File: src/rtl/fir_xifu_result_queue_if.sv
// Result-queue handshake bundle: writeback push side, commit/kill side and X-IF result side.
// The queue takes the slave modport; the writeback/core environment takes master.
interface fir_xifu_result_queue_if #(
  parameter int ID_WIDTH   = 4,
  parameter int DATA_WIDTH = 32
);
  logic                  in_valid_i;
  logic                  in_ready_o;
  logic [ID_WIDTH-1:0]   in_id_i;
  logic [DATA_WIDTH-1:0] in_data_i;
  logic [4:0]            in_rd_i;
  logic                  in_we_i;

  logic                  commit_valid_i;
  logic [ID_WIDTH-1:0]   commit_id_i;
  logic                  commit_kill_i;

  logic                  result_valid_o;
  logic                  result_ready_i;
  logic [ID_WIDTH-1:0]   result_id_o;
  logic [DATA_WIDTH-1:0] result_data_o;
  logic [4:0]            result_rd_o;
  logic                  result_we_o;

  modport slave (
    input  in_valid_i, in_id_i, in_data_i, in_rd_i, in_we_i,
    input  commit_valid_i, commit_id_i, commit_kill_i,
    input  result_ready_i,
    output in_ready_o,
    output result_valid_o, result_id_o, result_data_o, result_rd_o, result_we_o
  );

  modport master (
    output in_valid_i, in_id_i, in_data_i, in_rd_i, in_we_i,
    output commit_valid_i, commit_id_i, commit_kill_i,
    output result_ready_i,
    input  in_ready_o,
    input  result_valid_o, result_id_o, result_data_o, result_rd_o, result_we_o
  );
endinterface

File: src/rtl/fir_xifu_result_queue.sv
// Ordered result queue between FIR XIFU writeback and the X-IF result channel; drops killed ids.
// One cycle push-to-offer latency; writeback is held off only when full (no pop-through when full).
module fir_xifu_result_queue #(
  parameter int DEPTH      = 4,
  parameter int ID_WIDTH   = 4,
  parameter int DATA_WIDTH = 32
) (
  input  logic                     clk_i,
  input  logic                     rst_ni,
  input  logic                     clear_i,
  fir_xifu_result_queue_if.slave   bus,
  output logic [$clog2(DEPTH):0]   count_o
);

  localparam int PTR_W = $clog2(DEPTH);
  localparam int CNT_W = PTR_W + 1;
  localparam logic [CNT_W-1:0] FULL = CNT_W'(DEPTH);

  typedef struct packed {
    logic [ID_WIDTH-1:0]   id;
    logic [DATA_WIDTH-1:0] data;
    logic [4:0]            rd;
    logic                  we;
  } entry_t;

  entry_t           ent_q [DEPTH];
  entry_t           ent_d [DEPTH];
  logic [DEPTH-1:0] alive_q, alive_d;
  logic [DEPTH-1:0] pres_q, pres_d;
  logic [PTR_W-1:0] wptr_q, wptr_d;
  logic [PTR_W-1:0] rptr_q, rptr_d;
  logic [CNT_W-1:0] count_q, count_d;

  entry_t head;
  logic   not_empty;
  logic   head_alive;
  logic   push;
  logic   pop;
  logic   kill;
  logic   push_dead;

  assign not_empty  = (count_q != '0);
  assign head       = ent_q[rptr_q];
  assign head_alive = not_empty & alive_q[rptr_q];
  assign push       = bus.in_valid_i & (count_q != FULL);
  // A dead head is discarded regardless of result_ready_i, costing one bubble.
  assign pop        = not_empty & (~alive_q[rptr_q] | bus.result_ready_i);
  assign kill       = bus.commit_valid_i & bus.commit_kill_i;
  assign push_dead  = kill & (bus.in_id_i == bus.commit_id_i);

  always_comb begin
    ent_d   = ent_q;
    alive_d = alive_q;
    pres_d  = pres_q;
    wptr_d  = wptr_q;
    rptr_d  = rptr_q;
    count_d = count_q;
    if (clear_i) begin
      alive_d = '0;
      pres_d  = '0;
      wptr_d  = '0;
      rptr_d  = '0;
      count_d = '0;
    end else begin
      if (kill) begin
        for (int i = 0; i < DEPTH; i++) begin
          if ((ent_q[i].id == bus.commit_id_i) && !pres_q[i]) begin
            alive_d[i] = 1'b0;
          end
        end
      end
      // Once valid has been shown without ready, the head is pinned against kills.
      if (head_alive && !bus.result_ready_i) begin
        pres_d[rptr_q] = 1'b1;
      end
      if (pop) begin
        alive_d[rptr_q] = 1'b0;
        pres_d[rptr_q]  = 1'b0;
        rptr_d          = rptr_q + PTR_W'(1);
      end
      if (push) begin
        ent_d[wptr_q].id   = bus.in_id_i;
        ent_d[wptr_q].data = bus.in_data_i;
        ent_d[wptr_q].rd   = bus.in_rd_i;
        ent_d[wptr_q].we   = bus.in_we_i;
        alive_d[wptr_q]    = ~push_dead;
        pres_d[wptr_q]     = 1'b0;
        wptr_d             = wptr_q + PTR_W'(1);
      end
      if (push && !pop) begin
        count_d = count_q + CNT_W'(1);
      end else if (pop && !push) begin
        count_d = count_q - CNT_W'(1);
      end
    end
  end

  always_ff @(posedge clk_i or negedge rst_ni) begin
    if (!rst_ni) begin
      for (int i = 0; i < DEPTH; i++) begin
        ent_q[i] <= '0;
      end
      alive_q <= '0;
      pres_q  <= '0;
      wptr_q  <= '0;
      rptr_q  <= '0;
      count_q <= '0;
    end else begin
      for (int i = 0; i < DEPTH; i++) begin
        ent_q[i] <= ent_d[i];
      end
      alive_q <= alive_d;
      pres_q  <= pres_d;
      wptr_q  <= wptr_d;
      rptr_q  <= rptr_d;
      count_q <= count_d;
    end
  end

  assign bus.in_ready_o     = (count_q != FULL);
  assign bus.result_valid_o = head_alive;
  assign bus.result_id_o    = head_alive ? head.id   : '0;
  assign bus.result_data_o  = head_alive ? head.data : '0;
  assign bus.result_rd_o    = head_alive ? head.rd   : '0;
  assign bus.result_we_o    = head_alive & head.we;
  assign count_o            = count_q;

endmodule

File: src/flat_wrapper.sv
// flat-port wrapper written by rule: the top's interface ports become plain ports
module fir_xifu_result_queue_flat 
#(
  parameter int DEPTH      = 4,
  parameter int ID_WIDTH   = 4,
  parameter int DATA_WIDTH = 32
)
  (clk_i, rst_ni, clear_i, count_o, bus_in_valid_i, bus_in_id_i, bus_in_data_i, bus_in_rd_i, bus_in_we_i, bus_commit_valid_i, bus_commit_id_i, bus_commit_kill_i, bus_result_ready_i, bus_in_ready_o, bus_result_valid_o, bus_result_id_o, bus_result_data_o, bus_result_rd_o, bus_result_we_o);
  fir_xifu_result_queue_if #(.ID_WIDTH(ID_WIDTH), .DATA_WIDTH(DATA_WIDTH)) bus_i ();
  input  logic clk_i;
  input  logic rst_ni;
  input  logic clear_i;
  output logic [$clog2(DEPTH):0] count_o;
  input wire logic [$bits(bus_i.in_valid_i)-1:0] bus_in_valid_i;
  input wire logic [$bits(bus_i.in_id_i)-1:0] bus_in_id_i;
  input wire logic [$bits(bus_i.in_data_i)-1:0] bus_in_data_i;
  input wire logic [$bits(bus_i.in_rd_i)-1:0] bus_in_rd_i;
  input wire logic [$bits(bus_i.in_we_i)-1:0] bus_in_we_i;
  input wire logic [$bits(bus_i.commit_valid_i)-1:0] bus_commit_valid_i;
  input wire logic [$bits(bus_i.commit_id_i)-1:0] bus_commit_id_i;
  input wire logic [$bits(bus_i.commit_kill_i)-1:0] bus_commit_kill_i;
  input wire logic [$bits(bus_i.result_ready_i)-1:0] bus_result_ready_i;
  output wire logic [$bits(bus_i.in_ready_o)-1:0] bus_in_ready_o;
  output wire logic [$bits(bus_i.result_valid_o)-1:0] bus_result_valid_o;
  output wire logic [$bits(bus_i.result_id_o)-1:0] bus_result_id_o;
  output wire logic [$bits(bus_i.result_data_o)-1:0] bus_result_data_o;
  output wire logic [$bits(bus_i.result_rd_o)-1:0] bus_result_rd_o;
  output wire logic [$bits(bus_i.result_we_o)-1:0] bus_result_we_o;
  assign bus_i.in_valid_i = bus_in_valid_i;
  assign bus_i.in_id_i = bus_in_id_i;
  assign bus_i.in_data_i = bus_in_data_i;
  assign bus_i.in_rd_i = bus_in_rd_i;
  assign bus_i.in_we_i = bus_in_we_i;
  assign bus_i.commit_valid_i = bus_commit_valid_i;
  assign bus_i.commit_id_i = bus_commit_id_i;
  assign bus_i.commit_kill_i = bus_commit_kill_i;
  assign bus_i.result_ready_i = bus_result_ready_i;
  assign bus_in_ready_o = bus_i.in_ready_o;
  assign bus_result_valid_o = bus_i.result_valid_o;
  assign bus_result_id_o = bus_i.result_id_o;
  assign bus_result_data_o = bus_i.result_data_o;
  assign bus_result_rd_o = bus_i.result_rd_o;
  assign bus_result_we_o = bus_i.result_we_o;
  fir_xifu_result_queue #(.DEPTH(DEPTH), .ID_WIDTH(ID_WIDTH), .DATA_WIDTH(DATA_WIDTH)) u_core (.clk_i(clk_i), .rst_ni(rst_ni), .clear_i(clear_i), .bus(bus_i), .count_o(count_o));
endmodule
File: config.mk
export PLATFORM = sky130hd
export DESIGN_NAME = fir_xifu_result_queue_flat
export DESIGN_NICKNAME = d
export VERILOG_FILES = /design/src/rtl/fir_xifu_result_queue_if.sv /design/src/rtl/fir_xifu_result_queue.sv /design/src/flat_wrapper.sv
export SDC_FILE = /design/constraint.sdc
export NUM_CORES = 1
export LEC_CHECK = 0
export BUFFER_PORTS_ARGS = -buffer_cell sky130_fd_sc_hd__buf_2
export CAP_MARGIN = 20
export CORE_ASPECT_RATIO = 1.5
export CORE_MARGIN = 2
export CORE_UTILIZATION = 48
export CTS_CLUSTER_DIAMETER = 120
export DETAILED_ROUTE_END_ITERATION = 8
export PLACE_DENSITY_LB_ADDON = 0.05
export SLEW_MARGIN = 0
export SYNTH_ARGS = -nofsm -noshare
export SYNTH_HDL_FRONTEND = slang
export SYNTH_SLANG_ARGS = --single-unit
File: constraint.sdc
create_clock -name clk_i -period 2.33 [get_ports clk_i]
set_input_delay 0.233 -clock clk_i [delete_from_list [all_inputs] [get_ports clk_i]]
set_output_delay 0.233 -clock clk_i [all_outputs]
set_load 0.1 [all_outputs]
==> summary.md <==
| Metric | Value |
|---|---|
| Post-synth EDFFs | 0 |
| Syn Area/Cell | around 15 um2 |
| Depth of the worst register-to-register path | 7 |
| Layout cells sized above 1 | 0.620 |
| YS warnings | 0 |
| Die Span Y | 169 um |
| Worst R2R Start | u_core.rptr_q[1] |
| Required time worst endpoint | between 2000 and 2500 ps |
| Crit Path Category | reg2out |
| Post-synthesis cell area | 0.00871 mm2 |
| Count of different cell masters after synthesis | 36 |
| # setup viols final | 40 |
| Drt total wl | ~20 mm |
| Post-synthesis sequential area ratio | 0.526 |
| Die area | 0.0193 mm2 |
| Max Clk Rate | 414 MHz |
| Final hold violations | 0 |
| Fill cells | 1,284 |
| Failing checks | negative setup slack |
| Arrival @ worst endpoint | 2180 ps |
| Post-layout nets | slightly below 800 |
| First-pass detailed-route iteration total | 4 |
| Largest net degree at the start of global routing | 61 |
| Leakage | a little over 5 nW |
| P per Cell Area | 1510 mW/mm2 |
| DRT antenna net count | 0 |
| R2R Setup Slk | -80 ps |
| Ys flop type | dfrtp_1 |
| Reg clk slew, reported paths | 70 ps |
| DR DRC count | 0 |
| Post-detail-place hpwl | 12.9 mm |
| H-Tree Depth | 4 |
| Yosys top cell by area | dfrtp_1 |
| Fraction of registers with async set/reset | 1.00 |
| Vias per cell | 5.70 |
| Max VDD drop | 876 uV |
| Count of state elements after synthesis | ~180 |
| CTS Buffer Depth | 2 |
| Status | complete, but fails checks |
| CTS tree | done |
| Post-Synthesis Cells | 584 |
| Grt total ovfl | 0 |
| Worst Tran Pin Value | 552 ps |
| Max Fanout on Critical Path | 6 |
| PnR worst setup slack | -87.6 ps |
| Root Buffer | clkbuf_16 |
| Vias | 5,347 |
| Iter 0 DRT Violations | 231 |
| Crit path launch | u_core.rptr_q[1] |
| CORE AREA | 0.0179 mm2 |
| Slew margin rel. | 0.627 |
| P&R area growth vs syn | 33.5% |
| Core Util, Final | 0.651 |
| Site Rows | 60 |
| Num CTS Buffers | 17 |
| Crit end category | output pin |
| Hold Path Class | in2reg |
| Final Wtd Congestion | between 0.8 and 0.9 |
| I/O pins | 100 |
| Final Cell Area | 0.0116 mm2 |
| Worst Skew | 13.9 ps |
| Area contributors post-synth | dfrtp_1, mux2_2, mux4_2, nor2b_1, xnor2_1 |
| Gr usage total | 0.223 |
| Share of Yosys cell area claimed by the top area cell type | 0.526 |
| CTS Sinks | approximately 180 |
| Clock Latency Late Sink | 430 ps |
| Placed instance area | 0.0106 mm2 |
| Die Wd | 114 um |
| Vias in the first global route | 6,136 |
| Hold EP | u_core.ent_q[99] |
| RSZ-0062 raised after global routing | yes |
| Minimum clock period | 2420 ps |
| Max-Cap Viols | 0 |
| WL/cell | 21.9 um |
| Worst Hold Launch | bus_in_data_i[9] |
| Antenna violations before repair | 0 |
| Tcrit/Tclk final | 1.04 |
| Hold depth | 2 |
| Reg2reg end | u_core.count_o[2] |
| First-pass GRT wire length | 32.9 mm |
| Port buffer count | 99 |
| Startpoint Class | register |
| Ant. Diodes | 0 |
| Pins Over Slew Limit | 0 |
| Syn_nets | 646 |
| Initial core utilization | 0.488 |
-- routing by layer --
metal	global-route usage	vias to the layer above	share of wire
li1	-	2369	-
met2	0.399	106	0.55
met5	0	-	0
met4	0.0801	0	0.019
met1	0.265	2850	0.40
met3	0.0440	22	0.031
-- cells by family after synthesis --
group           after synthesis  synth area share
buf+inv                      45            0.0269
xor+xnor                     23            0.0247
flops                       183             0.526
fa+ha+maj                     9            0.0138
simple gates                 93            0.0596
mux                         213             0.330
compound gates               18            0.0192
-- how the worst max path moves through the flow --
stage,end
after detailed placement,u_core.count_o[2]
after CTS,bus_result_data_o[9]
after global placement,u_core.count_o[2]
after global routing,u_core.count_o[2]
after floorplan,u_core.count_o[2]
final,bus_result_data_o[16]
-- synth_stat cells (all sizes together) (3+ instances only) --
| library cell | number |
|---|---|
| a221o | 4 |
| and2 | 5 |
| buf | 23 |
| clkbuf | 14 |
| dfrtp | 183 |
| ha | 8 |
| inv | 8 |
| mux2 | 170 |
| mux4 | 42 |
| nand2 | 9 |
| nand3 | 8 |
| nor2 | 17 |
| nor2b | 43 |
| nor3 | 3 |
| o22ai | 4 |
| o41ai | 4 |
| or3 | 4 |
| xnor2 | 17 |
| xor2 | 5 |
-- timing repair --
action / CTS / global route
hold buffers: 1 / 0
cloned: 1 / 3
buffers inserted: 11 / 5
resized for setup: 20 / 8
setup endpoints to repair: 44 / 42
endpoints found under the hold margin: 41 / 0
-- cells in the final DEF (no fill, tap or decap), drive strengths merged, types with 2 or more instances in the layout --
cell        n
clkbuf     21
nand2       9
o41ai       4
a221o       4
xnor2      17
o22ai       4
nor2b      43
nand3       8
xor2        5
clkinv      5
dfrtp     183
and2        5
buf       138
ha          8
mux4       42
inv        10
or3         4
mux2      170
bufinv      5
nor3        3
clkinvlp    2
nor2       17
-- registers in the layout, indices dropped and copies added (netlist names) --
signal and cells:
u_core.alive_q 4, u_core.count_o 3, u_core.ent_q 168, u_core.pres_q 4, u_core.rptr_q 2, u_core.wptr_q 2
-- metrics by stage --
stage	setup TNS, ps	std cells	hold WS (ps)	power [mW]	setup slack, ps
3_5_place_dp	0	886	189	13.9	16.2
5_1_grt	-5360	938	60.9	18.4	-213
2_1_floorplan	-303	584	-62.6	11.4	-225
6_report	-2090	938	71.3	17.6	-87.6
4_1_cts	-2910	931	48.1	17.5	-105
3_3_place_gp	0	886	180	13.5	76.3
-- cell type report --
class,instances,area (um2),share of cell area
sequential,183,4600,0.395
multi-input combinational,356,4260,0.366
timing repair buffer,142,1810,0.156
clock buffer,18,439,0.0378
tap,217,272,0.0233
clock inverter,14,219,0.0188
inverter,8,33.8,0.00291
-- critical path, cell delays in order, from the launching register on --
cell and delay (ps):
dfrtp_2 440, mux2_4 240, nor2_1 40, or3_4 360
buf_12 170, clkbuf_16 180, nor2b_4 130, buf_12 180
-- power by group --
group / switching [mW] / internal, mW / total, mW
clock network: 1.25 / 1.95 / 3.20
registers: 0.791 / 4.58 / 5.37
logic: 4.41 / 4.61 / 9.02
total: 6.45 / 11.1 / 17.6
No activity file was read; power rests on OpenSTA's default activity.
